$ cat src/rtl/rr_arbiter_8way_pkg.sv
// Shared types and constants for the 8-way round-robin arbiter.
// Latency: n/a (declarations only).
// Backpressure: n/a.
package arb_pkg;
    localparam int ARB_N               = 8;
    localparam int ARB_IDX_W           = 3;
    localparam int ARB_TIMEOUT_DEFAULT = 16;

    typedef enum logic {
        IDLE  = 1'b0,
        GRANT = 1'b1
    } arb_state_e;
endpackage

$ cat src/rtl/rr_arbiter_8way_if.sv
// Request/grant bundle between eight clients and the arbiter.
// Latency: n/a (wires only).
// Backpressure: clients hold req until granted; done ends ownership.
// Ports: master = client side (drives req/done), slave = arbiter side.
interface rr_arbiter_8way_if
    import arb_pkg::*;
();
    logic [ARB_N-1:0]     req;
    logic                 done;
    logic [ARB_N-1:0]     gnt;
    logic [ARB_IDX_W-1:0] gnt_idx;
    logic                 gnt_valid;
    logic                 timeout;

    modport master (
        output req, done,
        input  gnt, gnt_idx, gnt_valid, timeout
    );

    modport slave (
        input  req, done,
        output gnt, gnt_idx, gnt_valid, timeout
    );
endinterface

$ cat src/rtl/rr_arbiter_8way_pick8.sv
// Rotating-priority picker: first set request at or after ptr, modulo 8.
// Latency: purely combinational.
// Backpressure: none; the caller registers the result.
// Ports: req[7:0], ptr[2:0] in; winner[2:0], any out.
module rr_pick8
    import arb_pkg::*;
(
    input  logic [ARB_N-1:0]     req,
    input  logic [ARB_IDX_W-1:0] ptr,
    output logic [ARB_IDX_W-1:0] winner,
    output logic                 any
);
    logic [ARB_IDX_W-1:0] idx;

    always_comb begin
        winner = '0;
        idx    = '0;
        any    = |req;
        // Scan from the farthest offset down so the nearest match to ptr
        // is the last assignment and therefore wins.
        for (int i = ARB_N - 1; i >= 0; i--) begin
            idx = ptr + ARB_IDX_W'(i);
            if (req[idx]) begin
                winner = idx;
            end
        end
    end
endmodule

$ cat src/rtl/rr_arbiter_8way.sv
// Eight-client round-robin arbiter holding a one-hot grant until release.
// Latency: grant one cycle after req seen in IDLE; release one cycle after done.
// Backpressure: non-owner requests ignored while busy; clients must hold req.
// Ports: clk, rst (sync, active high), bus (rr_arbiter_8way_if.slave).
// Build option: define ARB_TIMEOUT_EN to force release after TIMEOUT_CYCLES.
module rr_arbiter_8way
    import arb_pkg::*;
#(
    parameter int TIMEOUT_CYCLES = ARB_TIMEOUT_DEFAULT
) (
    input  logic               clk,
    input  logic               rst,
    rr_arbiter_8way_if.slave   bus
);
    if (TIMEOUT_CYCLES < 2 || TIMEOUT_CYCLES > 65535) begin : g_bad_timeout
        $error("rr_arbiter_8way: TIMEOUT_CYCLES out of range 2..65535");
    end

    arb_state_e           state_q,   state_d;
    logic [ARB_IDX_W-1:0] ptr_q,     ptr_d;
    logic [ARB_N-1:0]     gnt_q,     gnt_d;
    logic [ARB_IDX_W-1:0] gnt_idx_q, gnt_idx_d;
    logic [ARB_IDX_W-1:0] winner;
    logic                 any;
    logic                 norm_rel;
    logic                 forced_rel;
`ifdef ARB_TIMEOUT_EN
    localparam logic [15:0] HOLD_LAST = 16'(TIMEOUT_CYCLES - 1);
    logic [15:0]          cnt_q,     cnt_d;
    logic                 timeout_q, timeout_d;
`endif

    rr_pick8 u_pick (
        .req    (bus.req),
        .ptr    (ptr_q),
        .winner (winner),
        .any    (any)
    );

    always_comb begin
        state_d   = state_q;
        ptr_d     = ptr_q;
        gnt_d     = gnt_q;
        gnt_idx_d = gnt_idx_q;
`ifdef ARB_TIMEOUT_EN
        cnt_d     = cnt_q;
        timeout_d = 1'b0;
`endif
        // Abandonment and done collapse into a single release.
        norm_rel   = bus.done | ~bus.req[gnt_idx_q];
`ifdef ARB_TIMEOUT_EN
        forced_rel = ~norm_rel & (cnt_q == HOLD_LAST);
`else
        forced_rel = 1'b0;
`endif
        case (state_q)
            IDLE: begin
                if (any) begin
                    state_d   = GRANT;
                    gnt_idx_d = winner;
                    gnt_d     = ARB_N'(1) << winner;
`ifdef ARB_TIMEOUT_EN
                    cnt_d     = '0;
`endif
                end
            end
            GRANT: begin
                if (norm_rel | forced_rel) begin
                    state_d = IDLE;
                    gnt_d   = '0;
                    ptr_d   = gnt_idx_q + 1'b1;
`ifdef ARB_TIMEOUT_EN
                    timeout_d = forced_rel;
`endif
                end else begin
`ifdef ARB_TIMEOUT_EN
                    cnt_d = cnt_q + 16'd1;
`endif
                end
            end
            default: state_d = IDLE;
        endcase
    end

    always_ff @(posedge clk) begin
        if (rst) begin
            state_q   <= IDLE;
            ptr_q     <= '0;
            gnt_q     <= '0;
            gnt_idx_q <= '0;
`ifdef ARB_TIMEOUT_EN
            cnt_q     <= '0;
            timeout_q <= 1'b0;
`endif
        end else begin
            state_q   <= state_d;
            ptr_q     <= ptr_d;
            gnt_q     <= gnt_d;
            gnt_idx_q <= gnt_idx_d;
`ifdef ARB_TIMEOUT_EN
            cnt_q     <= cnt_d;
            timeout_q <= timeout_d;
`endif
        end
    end

    assign bus.gnt       = gnt_q;
    assign bus.gnt_idx   = gnt_idx_q;
    assign bus.gnt_valid = (state_q == GRANT);
`ifdef ARB_TIMEOUT_EN
    assign bus.timeout   = timeout_q;
`else
    assign bus.timeout   = 1'b0;
`endif
endmodule

$ cat src/flat_wrapper.sv
// flat-port wrapper written by rule: the top's interface ports become plain ports
module rr_arbiter_8way_flat import arb_pkg::*;
#(
    parameter int TIMEOUT_CYCLES = ARB_TIMEOUT_DEFAULT
)
  (clk, rst, bus_req, bus_done, bus_gnt, bus_gnt_idx, bus_gnt_valid, bus_timeout);
  rr_arbiter_8way_if bus_i ();
  input  logic clk;
  input  logic rst;
  input wire logic [$bits(bus_i.req)-1:0] bus_req;
  input wire logic [$bits(bus_i.done)-1:0] bus_done;
  output wire logic [$bits(bus_i.gnt)-1:0] bus_gnt;
  output wire logic [$bits(bus_i.gnt_idx)-1:0] bus_gnt_idx;
  output wire logic [$bits(bus_i.gnt_valid)-1:0] bus_gnt_valid;
  output wire logic [$bits(bus_i.timeout)-1:0] bus_timeout;
  assign bus_i.req = bus_req;
  assign bus_i.done = bus_done;
  assign bus_gnt = bus_i.gnt;
  assign bus_gnt_idx = bus_i.gnt_idx;
  assign bus_gnt_valid = bus_i.gnt_valid;
  assign bus_timeout = bus_i.timeout;
  rr_arbiter_8way #(.TIMEOUT_CYCLES(TIMEOUT_CYCLES)) u_core (.clk(clk), .rst(rst), .bus(bus_i));
endmodule
$ cat config.mk
export PLATFORM = sky130hd
export DESIGN_NAME = rr_arbiter_8way_flat
export DESIGN_NICKNAME = d
export VERILOG_FILES = /design/src/rtl/rr_arbiter_8way_pkg.sv /design/src/rtl/rr_arbiter_8way_if.sv /design/src/rtl/rr_arbiter_8way_pick8.sv /design/src/rtl/rr_arbiter_8way.sv /design/src/flat_wrapper.sv
export SDC_FILE = /design/constraint.sdc
export NUM_CORES = 1
export LEC_CHECK = 0
export BUFFER_PORTS_ARGS = -buffer_cell sky130_fd_sc_hd__buf_4
export CAP_MARGIN = 15
export CORE_ASPECT_RATIO = 0.9
export CORE_MARGIN = 2
export CORE_UTILIZATION = 52
export DETAILED_ROUTE_END_ITERATION = 6
export GPL_ROUTABILITY_DRIVEN = 0
export PLACE_DENSITY_LB_ADDON = 0.15
export SYNTH_ARGS = -nofsm -noshare
export SYNTH_HDL_FRONTEND = slang
export SYNTH_SLANG_ARGS = --single-unit
$ cat constraint.sdc
create_clock -name clk -period 3 [get_ports clk]
set_clock_uncertainty 0.15 [all_clocks]
set_input_delay 0.3 -clock clk [delete_from_list [all_inputs] [get_ports clk]]
set_output_delay 0.3 -clock clk [all_outputs]
set_load 0.02 [all_outputs]
-- Word level (Yosys, flattened, before mapping)
Cells that the tools add are included.
Widths: inputs -> output; s select.
- $add $sub $neg: 8
- $lt $le $gt $ge: 9
- equality and inequality tests: 2
- shift-type cells: 1
- multiplexer cells: 32
- bitwise operators: 3
- reduce and logical (&&, ||, !) cells: 4
- operators with widths (kind ; count):
    $lt 3x4->1 const B ; 9
    $bmux 1 s3 ; 9
    $mux 3 ; 8
    $mux 8 ; 2
    $pmux 8 s2 ; 1
    $add 3x3->3 const B ; 4
    $mux 1 ; 11
    $reduce_or 8->1 ; 1
    $shl 1x3->8 const A ; 1
    $add 3x1->3 const B ; 2
    $add 3x2->3 const B ; 2
    $reduce_and 2->1 ; 3
    $ne 2x1->1 const B ; 1
    $ne 2x2->1 const B ; 1
    $not 1->1 ; 2
    $pmux 1 s2 ; 1
    $or 1x1->1 ; 1
- bits in registers: 15
- input port bits: 11
- output and inout port bits: 13

-- Depth between registers and ports, before layout
- depth in word-level cells: 14
- mapped depth: 12
- gate-level depth less buffers: 9

-- By module
From an unflattened synthesis, not the netlist that was laid out.
- cells, all modules: 188
- area total of the unflattened synthesis: 1672.9 sq um
- modules (own cells, without submodules) (module ; times used ; cells an instance ; area an instance (sq um)):
    rr_arbiter_8way ; 1 ; 103 ; 880.8
    rr_pick8 ; 1 ; 85 ; 792.0

-- Least setup slack after synthesis
Ideal clock, no wire load.
- path type: register to register
- start point: reg u_core.ptr_q[0]
- end point: reg u_core.gnt_q[2] (netlist: u_core.bus.gnt[2])
- arrival time: 2764 ps
- path slack: -15 ps
- stages on the path, launching flop included: 12
- period minus slack after synthesis: 3015 ps
- cell sequence: dfxtp_1 -> buf_4 -> inv_1 -> ha_1 -> buf_6 -> mux2i_1 -> mux2_4 -> a221oi_4 -> o21ai_0 -> a22oi_2 -> nand3_2 -> o41ai_1
- word-level cells in the longest chain between the ends: 14
- RTL lines (element ; line ; RTL):
    from (decl) ; rr_arbiter_8way.sv:20 ; logic [ARB_IDX_W-1:0] ptr_q, ptr_d;
    from (signal assigned) ; rr_arbiter_8way.sv:97 ; ptr_q <= ptr_d;
    $add 3x3->3 ; rr_arbiter_8way_pick8.sv:22 ; idx = ptr + ARB_IDX_W'(i);
    $bmux 1 s3 ; rr_arbiter_8way_pick8.sv:23 ; if (req[idx]) begin
    $mux 1 (not written as such) ; rr_arbiter_8way_pick8.sv:23 ;
    $mux 3 (7 in a row) ; rr_arbiter_8way_pick8.sv:23 ;
    $mux 3 (*) ; rr_arbiter_8way_pick8.sv:23 ;
    $shl 1x3->8 (*) ; rr_arbiter_8way.sv:61 ; gnt_d = ARB_N'(1) << winner;
    $mux 8 (*) ; rr_arbiter_8way.sv:58 ; if (any) begin
    $pmux 8 s2 (*) ; rr_arbiter_8way.sv:56 ; case (state_q)
    to (signal assigned) ; rr_arbiter_8way.sv:98 ; gnt_q <= gnt_d;
    to (decl) ; rr_arbiter_8way.sv:21 ; logic [ARB_N-1:0] gnt_q, gnt_d;
Mark *: on every way between the ends. The rest lies on a longest branch, timed or not. The select of a mux whose other input is x is not followed.
A chain may end at the register's enable or synchronous reset.

-- Worst setup path in the final report
- start point: reg u_core.ptr_q[0]
- end point: reg u_core.gnt_q[0] (netlist: u_core.bus.gnt[0])
The elaborated chain is that of the path after synthesis.

==> out/metrics.yaml <==
period_share: 0.962
synth_edf_count: 0
layout_setup_ws_ns: 0.113
antenna_found_initial: 0
crit_chain: "inv_1, ha_4, mux2i_1, mux2_4, a221oi_4, o21ai_0, a22oi_2, nand3_4, o41ai_1"
critPathMaxFanout: 10
first_iter_violations: 84
cpMaxStageDelayCell: "a221oi_4"
tightestPinTransition_ns: 0.581
final_core_util: 0.631
status: "finished, final reports clean"
synth_cells: 167
mostFrequentLayoutCell: "buf_4"
cts_root_buf: "clkbuf_4"
drive_above_1_share: 0.316
syn_avg_cell_area_sq_um: 9.53
setup_viol: 0
fp.dieH_microns: 56.5
clockPowerShare: 0.077
drt-total-wl_mm: 4.20
p_int_uw: 768
p_sw_uw: 692
grt_pass1_vias: 1369
crit_family: "compound AO/OA/AOI/OAI gates"
cts.clk_slew.worst_paths_ns: 0.10
synth_warnings: 0
postCtsSetupBuffers: 0
core_sq_mm: 0.00300
maxSlewViolCount: 0
crit_type: "register to register"
seqPwrFrac: 0.196
wl_per_cell_microns: 17.9
synth_top_family_by_area: "multiplexers"
hold_ws_ns: 0.0702
ir_drop_mv: 0.495
startpoint_type: "register"
synth-async-reset-ratio: 0
dpl_cell_area_sq_mm: 0.00181
n_fill_cell: 255
fmax_mhz: 346
rows: 19
synth_mux_area_frac: 0.309
critical_path_buf_inv_count: 1
final_cell_area_sq_mm: 0.00189
hold_path_class: "input port to register"
htree_levels: 1
overflow: 0
cts_buffer_depth: 2
synthAdderAreaFrac: 0.0236
critPathCaptureType: "register"
antennaDiodeCount: 0
synth-seq-area-share: 0.189
drt-pass1-iter-count: 5
slowest_delay_ns: 0.39
yosys.area_share.simple: 0.119
drc: 0
final_cell_mix: "31 x buf_4, 14 x dfxtp_1, 12 x nor2_1"
relSlewSlack: 0.610
finalPower_mw: 1.46
hold_violations: 0
io_pins: 24
ys_seq_elements: 15
die_w_microns: 62.3
cts_buffers: 3
clk_latency_ns: 0.28
grt_usage: 0.240
area_delta_synth_final_pct: 18.7
num_vias: 1510
clock-sinks: 15
hpwl_mm: 3.14
ant_nets: 0
required_ns: 3.02
layout.nets: 208
start_util: 0.531
postSynthNetCount: 181
grt_max_degree: 23
via_per_inst: 6.43
synth_flop_cell: "dfxtp_1"
die-area_sq_mm: 0.00352
combPwrFrac: 0.727
synth_cell_types: 47
rsz0062_at_grt: "false"
power.density_mw_per_mm2: 773
p_sw_frac: 0.474
maxCapViolations: 0
synthXorXnorAreaFrac: 0.0377
numPortBuffers: 22
pre_cts_ws_ns: -0.0846
cts_tree: "yes"
synth_compound_area_frac: 0.260
r2r_setup_slack_ns: 0.11
netlist_area_sq_mm: 0.00159
grt_pass1_wl_mm: 6.83
fin_crit_ns: 2.89
p_leak_nw: 0.743
crit_arrival_ns: 2.90
-- metrics by stage --
stage	instances	setup TNS [ns]
finish	235	0
global route	235	0
CTS	235	0
detailed placement	231	-0.277
global placement	231	0
floorplan	167	0
-- state kept, by name (all words and copies together) (netlist names) --
| register | count |
|---|---|
| u_core.bus.gnt | 8 |
| u_core.bus.gnt_idx | 3 |
| u_core.ptr_q | 3 |
| u_core.bus.gnt_valid | 1 |
-- cells by family after synthesis --
family                     count (synthesis)
DFF                                       15
AOI/OAI and AO/OA                         55
buffers and inverters                     16
xor gates and xnor gates                   6
other                                      1
muxes                                     33
adders and majority gates                  3
and+or+nand+nor                           38
-- worst register-to-register path, delay by kind of cell (launching register included) --
family / cells / cell delay [ns]
compound gates: 4 / 1.22
mux: 2 / 0.42
fa+ha+maj: 1 / 0.37
flops: 1 / 0.34
simple gates: 1 / 0.18
buf+inv: 1 / 0.10
-- power by group through the flow --
stage | clock (mW) | sequential (mW) | combinational (mW)
3_3_place_gp | 0 | 0.286 | 0.963
5_1_grt | 0.125 | 0.293 | 1.14
6_report | 0.113 | 0.286 | 1.06
2_1_floorplan | 0 | 0.328 | 0.680
3_5_place_dp | 0 | 0.290 | 0.979
4_1_cts | 0.114 | 0.285 | 1.00
-- worst paths after layout --
path | start | endpoint | cells after the start
max reg2reg | u_core.ptr_q[0] | u_core.bus.gnt[0] | 9
max | u_core.ptr_q[0] | u_core.bus.gnt[0] | 9
min reg2reg | u_core.bus.gnt[2] | u_core.bus.gnt[2] | 2
min | rst | u_core.ptr_q[0] | 2
-- layer usage --
| layer | vias to the layer above | share of wire | track usage |
|---|---|---|---|
| met2 | 62 | 0.47 | 0.388 |
| met4 | 0 | 0.011 | 0.0254 |
| met5 | - | 0 | 0 |
| met1 | 729 | 0.46 | 0.353 |
| met3 | 6 | 0.064 | 0.0381 |
| li1 | 713 | - | - |
-- cell type report --
cell class,count,area [sq um],share of cell area
Multi-Input combinational cell,136,1250,0.661
Sequential cell,15,302,0.160
Timing Repair Buffer,31,233,0.123
Tap cell,42,52.6,0.0278
Inverter,7,26.3,0.0139
Clock buffer,3,22.5,0.0119
Clock inverter,1,5.00,0.00265
-- cells in the mapped netlist (4+ instances only) --
cell	n	area share
o21ai_0	4	0.013
a32o_1	4	0.025
a211oi_1	4	0.019
o41ai_1	4	0.022
mux4_2	10	0.14
dfxtp_1	15	0.19
a21oi_1	8	0.025
mux2i_1	12	0.075
o21ai_1	4	0.013
a31oi_1	5	0.020
inv_1	7	0.017
mux2_1	6	0.042
nor2b_1	5	0.020
nand2_1	8	0.019
nor2_1	12	0.028
-- timing repair --
| action | CTS | global route |
|---|---|---|
| endpoints found under the setup margin | 8 | 8 |
| pin swaps | 0 | 1 |
| endpoints found under the hold margin | 0 | 0 |
| resized for setup | 2 | 7 |
| hold buffers | 0 | 0 |
(Power assumes the default switching activity.)
